**src/rtl/mem_wb_skid.sv**
```systemverilog
// MEM->WB pipeline register: merges load data, qualifies the register write, buffers two entries.
// Latency: one falling edge from accept to outputs; main entry drives the WB outputs.
// Backpressure: in_ready is registered and drops only while the skid entry is occupied.
module mem_wb_skid #(
    parameter int DATA_W = 32,
    parameter int RD_W   = 5,
    parameter int BE_W   = DATA_W / 8
) (
    input  logic              clk,
    input  logic              Reset,
    input  logic              Flush,
    input  logic              in_valid,
    output logic              in_ready,
    input  logic [DATA_W-1:0] ALU_in,
    input  logic [DATA_W-1:0] Data_in,
    input  logic [BE_W-1:0]   BE_in,
    input  logic              Signed_in,
    input  logic              Overflow_in,
    input  logic              RegWr_in,
    input  logic              MemtoReg_in,
    input  logic [RD_W-1:0]   Rd_in,
    output logic              out_valid,
    input  logic              out_ready,
    output logic [DATA_W-1:0] WbData_out,
    output logic              RegWr_out,
    output logic [RD_W-1:0]   Rd_out,
    output logic              Overflow_out
);

    // Wide enough to hold a byte-lane index and a run length up to BE_W.
    localparam int IDX_W = $clog2(BE_W) + 1;

    typedef struct packed {
        logic              vld;
        logic [DATA_W-1:0] wb;
        logic              regwr;
        logic [RD_W-1:0]   rd;
        logic              ovf;
    } ent_t;

    ent_t main_q, main_d;
    ent_t skid_q, skid_d;
    ent_t new_ent;
    logic in_ready_q, in_ready_d;

    logic              accept;
    logic              consume;

    logic [IDX_W-1:0]  lo_idx;
    logic              lo_found;
    logic [IDX_W-1:0]  run_len;
    logic              run_open;
    logic [BE_W-1:0]   be_sh;
    logic              extra_bits;
    logic              natural_size;
    logic [DATA_W-1:0] data_sh;
    logic              sign_bit;
    logic [DATA_W-1:0] load_val;

    // Load merge: locate the enabled byte run, extract it and extend to full width.
    always_comb begin
        lo_idx   = '0;
        lo_found = 1'b0;
        for (int i = 0; i < BE_W; i++) begin
            if (!lo_found && BE_in[i]) begin
                lo_idx   = IDX_W'(i);
                lo_found = 1'b1;
            end
        end
        be_sh    = BE_in >> lo_idx;
        run_len  = '0;
        run_open = 1'b1;
        for (int i = 0; i < BE_W; i++) begin
            if (run_open && be_sh[i]) begin
                run_len = run_len + IDX_W'(1);
            end else begin
                run_open = 1'b0;
            end
        end
        // Any enabled byte beyond the first run makes this an irregular access.
        extra_bits   = (be_sh >> run_len) != '0;
        natural_size = !extra_bits &&
                       (run_len == IDX_W'(1) || run_len == IDX_W'(2) || run_len == IDX_W'(4));
        data_sh = Data_in >> {lo_idx, 3'b000};
        case (run_len)
            IDX_W'(1): sign_bit = data_sh[7];
            IDX_W'(2): sign_bit = data_sh[15];
            default:   sign_bit = data_sh[31];
        endcase
        load_val = Data_in;
        if (natural_size) begin
            for (int i = 0; i < DATA_W; i++) begin
                load_val[i] = (i < 8 * int'(run_len)) ? data_sh[i] : (Signed_in & sign_bit);
            end
        end
    end

    // Build the entry as it will be stored: write-back value and qualified write enable.
    always_comb begin
        new_ent.vld   = 1'b1;
        new_ent.wb    = MemtoReg_in ? load_val : ALU_in;
        new_ent.regwr = RegWr_in & ~Overflow_in & (Rd_in != '0) & ~(MemtoReg_in & (BE_in == '0));
        new_ent.rd    = Rd_in;
        new_ent.ovf   = Overflow_in;
    end

    assign accept  = in_valid & in_ready_q;
    assign consume = main_q.vld & out_ready;

    // Two-entry skid control: main refills from skid first to keep FIFO order.
    always_comb begin
        main_d = main_q;
        skid_d = skid_q;
        if (Flush) begin
            main_d.vld = 1'b0;
            skid_d.vld = 1'b0;
        end else if (!main_q.vld || consume) begin
            if (skid_q.vld) begin
                main_d = skid_q;
                if (accept) begin
                    skid_d = new_ent;
                end else begin
                    skid_d.vld = 1'b0;
                end
            end else if (accept) begin
                main_d = new_ent;
            end else begin
                // Payload is kept so outputs hold their last value while idle.
                main_d.vld = 1'b0;
            end
        end else if (accept) begin
            skid_d = new_ent;
        end
        in_ready_d = ~skid_d.vld;
    end

    // Pipeline state advances on the falling edge, like the rest of the core.
    always_ff @(negedge clk) begin
        if (Reset) begin
            main_q     <= '0;
            skid_q     <= '0;
            in_ready_q <= 1'b1;
        end else begin
            main_q     <= main_d;
            skid_q     <= skid_d;
            in_ready_q <= in_ready_d;
        end
    end

    assign in_ready     = in_ready_q;
    assign out_valid    = main_q.vld;
    assign WbData_out   = main_q.wb;
    assign RegWr_out    = main_q.regwr & main_q.vld;
    assign Rd_out       = main_q.rd;
    assign Overflow_out = main_q.ovf;

endmodule

```
**config.mk**
```make
export PLATFORM = sky130hd
export DESIGN_NAME = mem_wb_skid
export DESIGN_NICKNAME = d
export VERILOG_FILES = /design/src/rtl/mem_wb_skid.sv
export SDC_FILE = /design/constraint.sdc
export NUM_CORES = 1
export LEC_CHECK = 0
export ABC_AREA = 1
export CAP_MARGIN = 20
export CORE_MARGIN = 10
export CORE_UTILIZATION = 50
export DETAILED_ROUTE_END_ITERATION = 8
export DONT_BUFFER_PORTS = 1
export PLACE_DENSITY = 0.62
export SETUP_SLACK_MARGIN = 0.15
export SYNTH_ARGS = -nofsm -noshare
export SYNTH_HDL_FRONTEND = slang
export SYNTH_SLANG_ARGS = --single-unit
```
**constraint.sdc**
```tcl
create_clock -name clk -period 3.4 [get_ports clk]
set_input_delay 0.68 -clock clk [delete_from_list [all_inputs] [get_ports clk]]
set_output_delay 0.68 -clock clk [all_outputs]
set_load 0.02 [all_outputs]
```
# == Word-level counts from Yosys, hierarchy flattened ==
# Cells that the tools add are included.
# totals
input_bits,82
reg_bits,81
wordCells,142
# op_classes
n_mux,55
order_cmp,32
n_reduce_logical,22
addsub,3
eq_ne,4
bitwise_logic,12
shift,3
# ops
op,count
$mux W40,4
$lt A5 B6 Y1 const A,16
$mux W32,2
$lt A4 B6 Y1 const A,8
$mux W1,42
$mux W39,1
$shr A32 B6 Y32,1
$lt A3 B6 Y1 const A,4
$lt A1 B6 Y1 const A,2
$lt A2 B6 Y1 const A,2
$mux W3,4
$add A3 B1 Y3 const B,3
$and A1 B1 Y1,8
$shr A4 B3 Y4,2
$logic_and A1 B1 Y1,7
$reduce_and A3 Y1,2
$logic_not A1 Y1,5
$reduce_bool A5 Y1,1
$logic_not A4 Y1,1
$not A1 Y1,4
$reduce_bool A4 Y1,1
$eq A3 B1 Y1 const B,1
$eq A3 B2 Y1 const B,1
$eq A3 B3 Y1 const B,1
6 further kinds,8

# == Depth between registers and ports, before layout ==
# Gate-level depths: netlist of run 1.
# depth
word_depth,29
ltp_mapped,21
mapped_depth_nobuf,20

==> metrics.cfg, run 1 <==
[run_status]
status = finished, violations left
violations = negative setup slack

[place]
port_buffers = 0
hpwl_um = 13200
gp_congestion = 0.916
placed_cells = 1027

[route]
finalWirelength_um = 18400
drt_iter0_drc = 381
wl_per_cell_um = 16.3
viasPerCell = 5.32
num_vias = 6004
drc = 0
antenna_left = 0
drtPass1Iterations = 6

[global_routing]
grt_antenna_before_repair = 0
gr-total-overflow = 0
grt_pass1_vias = 6059
grt_pass1_wl_um = 29700
grt_start_max_net_pins = 71
grt.total_usage_pct = 22.1

[setup_path]
required_ps = 1990
path_max_fanout = 8
setup.worst_path.start = BE_in[3]
path_class = input pin to flip-flop
reg2reg_from = skid_q[39]
cp-start-kind = input pin
cp-end-kind = flip-flop
arrival_ps = 2470

[synthesis]
syn-instance-count = 903
synthMuxAreaShare_pct = 0
synth.area.top_cells = dfxtp_1 (28%), nand2_1 (17%), nand3_1 (7.2%)
async_reset_ff_share_pct = 0
synthesis.area_um2 = 5730
yosysUniqueCellTypes = 38
syn-mean-instance-area_um2 = 6.34
synth-edff-count = 0
yosysTopAreaCellShare_pct = 28.3
synth_fa_ha_area_share_pct = 0.218
synth-seq-cells = 81
synth_simple_gate_area_share_pct = 39.2
synth-seq-area-share_pct = 28.3
synth_ff_type = dfxtp_1
synth_warnings = 0
synth_top_cell_by_area = dfxtp_1
synth_top_family_by_area = simple AND/OR/NAND/NOR gates
syn_nets = 986
synthXorXnorAreaFrac_pct = 0
synth-compound-area-share_pct = 16.6

[floorplan]
core-area_um2 = 11300
pin_count = 123
die_x_um = 127
initial_utilization_pct = 50.6
placementRows = 39
fp.dieH_um = 127
dieArea_um2 = 16100

[clock_tree]
ctsHoldBuffers = 0
cts-buffers-inserted = 9
worstSkewPairLatency_ps = 420
h-tree-depth = 3
cts_sinks = 81
cts_root_buf = clkbuf_16
cts_tree = done
cts_max_path_buffers = 2
cts.clk_slew.worst_paths_ps = 30

[layout]
nets = 1064
drive_above_1_share_pct = 29.7
nFillCells = 1092
stdcell_count = 1129
antenna_cells = 0
area_growth_pct = 24.0

[timing]
drv_slew = 0
setup_ws_ps = -479
tns_ps = -26860
skew_ps = 16.0
final_hold_viol_count = 0
whs_ps = 452
rsz0062_at_grt = true
setup_viol = 64
tightest_slew_ps = 761
slew_headroom_pct = 49.3

[job]
maxCapViolCount = 0

[power_and_ir_drop]
p_leak_nw = 3.74
power_mw = 3.12
ir_drop_mv = 0.319
p_per_area_nw_per_um2 = 439

[hold_path]
hp-start = skid_q[1]
worstHoldPathType = flip-flop to flip-flop

## area by class of cell
cell class	instances	area, µm²	area share, %
well taps	143	179	2.52
clock buffers	9	225	3.17
inverters	92	360	5.07
flip-flops and latches	81	1660	23.4
clock inverters	88	385	5.42
multi-input cells	639	3590	50.5
repair buffers	77	707	9.95
## cell usage in the layout, fill, tap and decap left out, types with 19 or more instances in the layout
cell type  count
a21oi_1       29
a21oi_2       19
buf_4         63
dfxtp_1       49
dfxtp_2       32
inv_1        147
nand2_1      215
nand2_2       41
nand3_1       65
nand3_2       34
nor2_1        91
o211ai_1      36
o21ai_0       32
## kinds of logic (layout without fill, tap and decap cells)
kind of cell	count (synthesis)	count (layout)
and+or+nand+nor	497	498
buffers and inverters	184	266
AOI/OAI and AO/OA	140	140
DFF	81	81
adders and majority gates	1	1
## repair_timing
| item | 4_1_cts | 5_1_grt |
|---|---|---|
| setup endpoints to repair | 74 | 88 |
| gates cloned | 2 | 1 |
| buffers inserted | 1 | 2 |
| gates resized for setup | 70 | 53 |
| pin swaps | 36 | 8 |
## power breakdown
group          switching [mW]  total (mW)  internal [mW]
sequential             0.0564        1.05          0.998
combinational           0.387       0.661          0.274
clock                   0.700        1.40          0.704
## sequential cells by signal, summed over array words and instances (netlist names)
register,flops
main_q,1
WbData_out,32
Overflow_out,1
out_valid,1
in_ready,1
Rd_out,5
skid_q,40
## synth_stat cells, types with 2 or more instances
cell / count
a21oi_1: 33
a21oi_2: 15
a31oi_1: 6
buf_1: 4
buf_2: 14
buf_4: 39
buf_6: 4
clkbuf_1: 29
clkinv_1: 10
dfxtp_1: 81
inv_1: 69
inv_2: 14
nand2_1: 252
nand2_2: 10
nand2_4: 5
nand3_1: 82
nand3_2: 18
nand3b_1: 5
nand3b_2: 3
nand4_1: 2
nor2_1: 98
nor2_2: 12
nor3_1: 8
o211ai_1: 36
o211ai_2: 8
o21ai_0: 34
## stage by stage
stage               setup WS [ps]  area [µm²]  utilization [%]
finish                       -479        7110             62.8
global placement             -966        6090             53.8
CTS                          -473        6950             61.4
detailed placement          -1010        6090             53.8
floorplan                    -820        5850                -
global route                 -618        7110             62.8
## worst max-delay path, cell delays in order
cell      delay (ps)
o211ai_1         260
nand2_4          100
ha_4             230
o21ai_4          170
nor2_4            60
nand2_4           70
nand2_4           80
nand2_8          150
buf_12           170
nand3_2           70
nand2_2           80
clkinv_2          50
nand2_2           70
nand3_1           60
nand2_1          100
a21oi_1           60
## metal layers
layer | routed length [µm] | track usage [%]
met5 | 0 | 0
met4 | 337 | 10.7
met3 | 1540 | 9.39
met2 | 9060 | 36.3
met1 | 7490 | 24.0
## path summary, 6_finish.rpt
path / end / slack (ps) / cells after the start
setup / recovery: WbData_out[15] / -480 / 16
setup reg to reg: WbData_out[8] / 1700 / 6
hold / removal: skid_q[1] / 450 / 2
hold reg to reg: skid_q[1] / 450 / 2
Note: power is estimated with default switching activity, not from simulation.
==> run 2: changes to the inputs <==
==> constraint.sdc (replaced) <==
create_clock -name clk -period 4.42 [get_ports clk]
set_input_delay 0.884 -clock clk [delete_from_list [all_inputs] [get_ports clk]]
set_output_delay 0.884 -clock clk [all_outputs]
set_load 0.02 [all_outputs]
==> run 2 against run 1 <==
Net effect: final cell count increased by 0.44%; the flow still finishes with violations (negative setup slack); sequential share of layout area decreased by 1.6 points; clock power decreased by 19%; register-to-register slack improved by 860 ps.
==> metrics.cfg, run 2 (synthesis gave the netlist of run 1 again) <==
[layout]
final_common_cell = nand2_1
final_cell_mix = nand2_1 (205), inv_1 (148), nor2_1 (83), dfxtp_1 (81), buf_4 (63)
largest_reg_flops = 40  ; unchanged
regMostFlops = skid_q
antenna_cells = 0  ; unchanged
nFillCells = 1046  ; -4.2%
nets = 1069  ; +0.47%
drive_above_1_share_pct = 30.3  ; +0.56 points
post-route-util_pct = 65.7  ; +2.9 points
area_growth_pct = 29.7
finish.instance_area_um2 = 7430  ; +4.6%

[global_routing]
grt.total_usage_pct = 22.2  ; +0.11 points
gr-total-overflow = 0  ; unchanged
grt_pass1_vias = 6029  ; -0.50%
grt_antenna_before_repair = 0  ; unchanged
grt_pass1_wl_um = 29700  ; +0.21%
grt_start_max_net_pins = 71  ; unchanged

[run_status]
status = finished, violations left
violations = negative setup slack

[setup_path]
arrival_ps = 2790  ; +320 ps
path_max_fanout = 6  ; -2
crit_path_end = WbData_out[20]
setup.worst_path.start = BE_in[0]
path_class = input pin to flip-flop
required_ps = 2510  ; +520 ps
timing.rr.end = skid_q[17]
r2r_slack_ps = 2560  ; +860 ps
cp-end-kind = flip-flop
reg2reg_from = out_valid
cp-start-kind = input pin
ff2ff_path_depth = 8  ; +2

[floorplan]
pin_count = 123  ; unchanged
fp.dieH_um = 127  ; unchanged
placementRows = 39  ; unchanged
die_x_um = 127  ; unchanged
initial_utilization_pct = 50.6  ; unchanged
dieArea_um2 = 16100  ; unchanged
core-area_um2 = 11300  ; unchanged

[clock_tree]
cts_root_buf = clkbuf_16
ctsHoldBuffers = 0  ; unchanged
cts_max_path_buffers = 2  ; unchanged
cts-buffers-inserted = 9  ; unchanged
worstSkewPairLatency_ps = 410  ; about the same
cts_sinks = 81  ; unchanged
cts.clk_slew.worst_paths_ps = 30  ; about the same
cts_tree = done
h-tree-depth = 3  ; unchanged

[route]
antenna_left = 0  ; unchanged
drc = 0  ; unchanged
finalWirelength_um = 18700  ; +1.3%
drtPass1Iterations = 6  ; unchanged
drt_iter0_drc = 313  ; -18%
wl_per_cell_um = 16.5  ; +0.82%
num_vias = 6082  ; +1.3%
viasPerCell = 5.36  ; +0.85%

[hold_path]
worstHoldPathType = flip-flop to flip-flop

[place]
hpwl_um = 13300  ; +0.83%
place_area_um2 = 6030  ; -0.93%
gp_congestion = 0.990  ; +8.0%
port_buffers = 0  ; unchanged

[timing]
final_hold_viol_count = 0  ; unchanged
whs_ps = 452  ; -0.413 ps
skew_ps = 18.8  ; +2.88 ps
tightest_slew_ps = 795  ; +34.6 ps
setup_viol = 64  ; unchanged
drv_slew = 0  ; unchanged
setup_ws_ps = -280  ; +199 ps
rsz0062_at_grt = true
slew_headroom_pct = 47.0  ; -2.3 points

[power_and_ir_drop]
p_leak_nw = 3.83  ; +2.4%
ir_drop_mv = 0.244  ; -24%
p_per_area_nw_per_um2 = 341  ; -22%

[job]
maxCapViolCount = 0  ; unchanged

[run 2: cell count changes in the layout (fill, tap and decap cells not counted), moves of 10 or more]
cell | previous run | this run
nand2_1 | 215 | 205
dfxtp_1 | 49 | 81
dfxtp_2 | 32 | 0
nand3_2 | 34 | 49
nor2_4 | 6 | 22
nand2_2 | 41 | 52
nand3_1 | 65 | 51
[run 2: through the flow]
stage / setup slack, ps / setup TNS [ps] / total power [mW] / cells
after global routing: -376 / -20240 / 2.71 / 1134
after CTS: -243 / -11150 / 2.48 / 1125
after floorplan: -514 / -31410 / 1.28 / 903
after detailed placement: -686 / -40490 / 1.37 / 1022
final: -280 / -13790 / 2.53 / 1134
after global placement: -687 / -38030 / 1.37 / 1022
[run 2: final cells by class]
class                           instances  area, µm²  area share (%)
Multi-Input combinational cell        639       3800            51.2
Sequential cell                        81       1620            21.8
Timing Repair Buffer                   82        831            11.2
Clock inverter                         88        418            5.62
Inverter                               92        357            4.80
Clock buffer                            9        225            3.03
Tap cell                              143        179            2.41
[run 2: worst min-delay path by stage]
stage,startpoint,depth (start not counted),end
finish,skid_q[3],2,skid_q[3]
global route,skid_q[3],2,skid_q[3]
CTS,skid_q[3],2,skid_q[3]
detailed placement,skid_q[3],2,skid_q[3]
global placement,skid_q[3],2,skid_q[3]
floorplan,skid_q[1],2,skid_q[1]
[run 2: layer usage]
layer  part of all wire (%)  global-route usage [%]
met1                     41                    24.8
met2                     49                    36.6
met3                    8.2                    8.60
met4                    2.0                    9.91
met5                      0                       0
[run 2: worst max-delay path, stage by stage]
cell	delay (ps)
inv_4	40
nand2_4	60
nand2_2	60
nand2_2	70
nand2_4	70
nand2_4	50
ha_4	280
o21ai_4	60
nor2_4	120
nand2_4	70
buf_6	130
nand2_8	70
a21boi_4	60
buf_12	140
clkbuf_16	170
nor2_4	80
nand2_2	60
nand2_2	80
nand3_1	70
nand2_1	110
a21oi_2	50
[run 2: repair_timing]
| action | in CTS | in global routing |
|---|---|---|
| cloned | 2 | 3 |
| buffers inserted | 5 | 6 |
| resized for setup | 41 | 104 |
| endpoints found under the setup margin | 64 | 64 |
| pin swaps | 27 | 36 |
| endpoints found under the hold margin | 0 | 0 |
[run 2: power by group]
part           switching (mW)  internal [mW]
sequential             0.0434          0.764
combinational           0.333          0.253
clock                   0.533          0.605
==> run 3: changes to the inputs <==
--- a/config.mk
+++ b/config.mk
@@ -8,10 +8,10 @@
 export ABC_AREA = 1
 export CAP_MARGIN = 20
 export CORE_MARGIN = 10
-export CORE_UTILIZATION = 50
+export CORE_UTILIZATION = 35
 export DETAILED_ROUTE_END_ITERATION = 8
 export DONT_BUFFER_PORTS = 1
-export PLACE_DENSITY = 0.62
+export PLACE_DENSITY = 0.46
 export SETUP_SLACK_MARGIN = 0.15
 export SYNTH_ARGS = -nofsm -noshare
 export SYNTH_HDL_FRONTEND = slang
==> run 3 against run 2 <==
Net effect: the flow still finishes with violations (negative setup slack); clock power decreased by 9.6%; clock skew increased by 12 ps; utilization decreased by 21 points; final cell count increased by 4.2%.
==> metrics.cfg, run 3 (synthesis gave the netlist of run 1 again) <==
[layout]
antenna_cells = 0  ; unchanged
nFillCells = 1712  ; +64%
final_common_cell = nand2_1
drive_above_1_share_pct = 24.6  ; -5.6 points
regMostFlops = skid_q
area_growth_pct = 23.4
largest_reg_flops = 40  ; unchanged
nets = 1044  ; -2.3%
stdcell_count = 1182  ; +4.2%
final_cell_mix = nand2_1 (215), inv_1 (148), nor2_1 (89), dfxtp_1 (80), nand3_1 (65)

[global_routing]
gr-total-overflow = 0  ; unchanged
grt_antenna_before_repair = 0  ; unchanged
grt_start_max_net_pins = 71  ; unchanged
grt.total_usage_pct = 17.7  ; -4.5 points
grt_pass1_vias = 5979  ; -0.83%
grt_pass1_wl_um = 31200  ; +4.9%

[hold_path]
worstHoldPathType = flip-flop to flip-flop

[timing]
tns_ps = -10970  ; +2820 ps
drv_slew = 0  ; unchanged
skew_ps = 30.7  ; +11.9 ps
setup_viol = 64  ; unchanged
tightest_slew_ps = 773  ; -22.2 ps
final_hold_viol_count = 0  ; unchanged
rsz0062_at_grt = true
setup_ws_ps = -265  ; +15.9 ps
slew_headroom_pct = 48.5  ; +1.5 points

[setup_path]
cp-end-kind = flip-flop
arrival_ps = 2770  ; -20 ps
cp-start-kind = input pin
path_class = input pin to flip-flop
path_max_fanout = 24  ; +18
required_ps = 2510  ; about the same

[clock_tree]
h-tree-depth = 3  ; unchanged
cts.clk_slew.worst_paths_ps = 40  ; about the same
cts_root_buf = clkbuf_16
cts-buffers-inserted = 9  ; unchanged
worstSkewPairLatency_ps = 430  ; +20 ps
cts_tree = done
cts_sinks = 81  ; unchanged
cts_max_path_buffers = 2  ; unchanged

[route]
num_vias = 5984  ; -1.6%
drtPass1Iterations = 5  ; -1
drt_iter0_drc = 291  ; -7.0%
viasPerCell = 5.06  ; -5.6%
antenna_left = 0  ; unchanged
wl_per_cell_um = 16.8  ; +2.0%
drc = 0  ; unchanged
finalWirelength_um = 19800  ; +6.3%

[place]
hpwl_um = 14200  ; +7.1%
gp_congestion = 0.891  ; -10%
port_buffers = 0  ; unchanged
placed_cells = 1079  ; +5.6%

[power_and_ir_drop]
power_switching_mw = 0.892  ; -1.8%
ir_drop_mv = 0.182  ; -25%
p_seq_share_pct = 34.2  ; +2.3 points
combPwrFrac_pct = 22.1  ; -1.0 points
p_per_area_nw_per_um2 = 334  ; -1.9%
p_leak_nw = 3.65  ; -4.7%
p_clk_share_pct = 43.6  ; -1.4 points
p_int_mw = 1.47  ; -9.4%
switching_share_pct = 37.8  ; +1.9 points

[run_status]
violations = negative setup slack
status = finished, violations left

[job]
maxCapViolCount = 0  ; unchanged

[floorplan]
placementRows = 46  ; +18%
pin_count = 123  ; unchanged
die_x_um = 148  ; +16%
core-area_um2 = 15900  ; +41%
initial_utilization_pct = 35.9  ; -15 points
dieArea_um2 = 21900  ; +36%
fp.dieH_um = 148  ; +16%

## run 3: area by class of cell
| class | instances | area [µm²] | area share, % |
|---|---|---|---|
| clock inverters | 88 | 369 | 5.22 |
| multi-input cells | 639 | 3630 | 51.3 |
| clock buffers | 9 | 225 | 3.18 |
| flip-flops and latches | 81 | 1620 | 22.9 |
| repair buffers | 57 | 601 | 8.49 |
| well taps | 216 | 270 | 3.82 |
| inverters | 92 | 355 | 5.02 |
## run 3: worst paths after layout
kind	start	endpoint	slack, ps	depth (start not counted)
setup reg to reg	skid_q[39]	skid_q[18]	2710	8
hold / removal	skid_q[3]	skid_q[3]	450	2
hold reg to reg	skid_q[3]	skid_q[3]	450	2
setup / recovery	BE_in[3]	WbData_out[30]	-260	14
## run 3: per-stage QoR
step	utilization (%)	hold slack, ps	area (µm²)	setup WS (ps)	total power [mW]
after floorplan	-	445	5800	-514	1.28
after global placement	37.7	445	6010	-634	1.37
after detailed placement	37.7	450	6010	-658	1.37
after CTS	43.1	455	6880	-209	2.39
after global routing	44.4	471	7070	-361	2.56
final	44.4	452	7070	-265	2.36
## run 3: critical path: stages
cell and delay (ps):
o211ai_1 290, nand2_4 100, ha_4 250, o21ai_4 150, buf_4 130, nand2_2 60
a21boi_4 150, buf_12 170, nor2_1 160, nand2_1 120, nand2_4 90, nand3_1 60
nand2_1 90, a21oi_1 60
## run 3: layer usage
| layer | wire length [µm] | global-route usage (%) | vias up |
|---|---|---|---|
| met5 | 0 | 0 | - |
| met1 | 8280 | 19.4 | 2814 |
| met3 | 1540 | 8.00 | 34 |
| met2 | 9600 | 28.9 | 144 |
| met4 | 408 | 7.73 | 0 |
| li1 | - | - | 2992 |
## run 3: power groups by stage
stage	Sequential (mW)	Clock (mW)	Combinational, mW
after floorplan	0.785	0.112	0.383
after global placement	0.819	0.112	0.434
after detailed placement	0.819	0.112	0.438
after CTS	0.809	1.09	0.493
after global routing	0.810	1.17	0.579
final	0.808	1.03	0.523
## run 3: what timing repair did
action	4_1_cts	5_1_grt
gates resized for setup	51	50
setup buffers	4	1
setup endpoints to repair	64	65
pin swaps	34	29
gates cloned	2	0
hold buffers	0	0
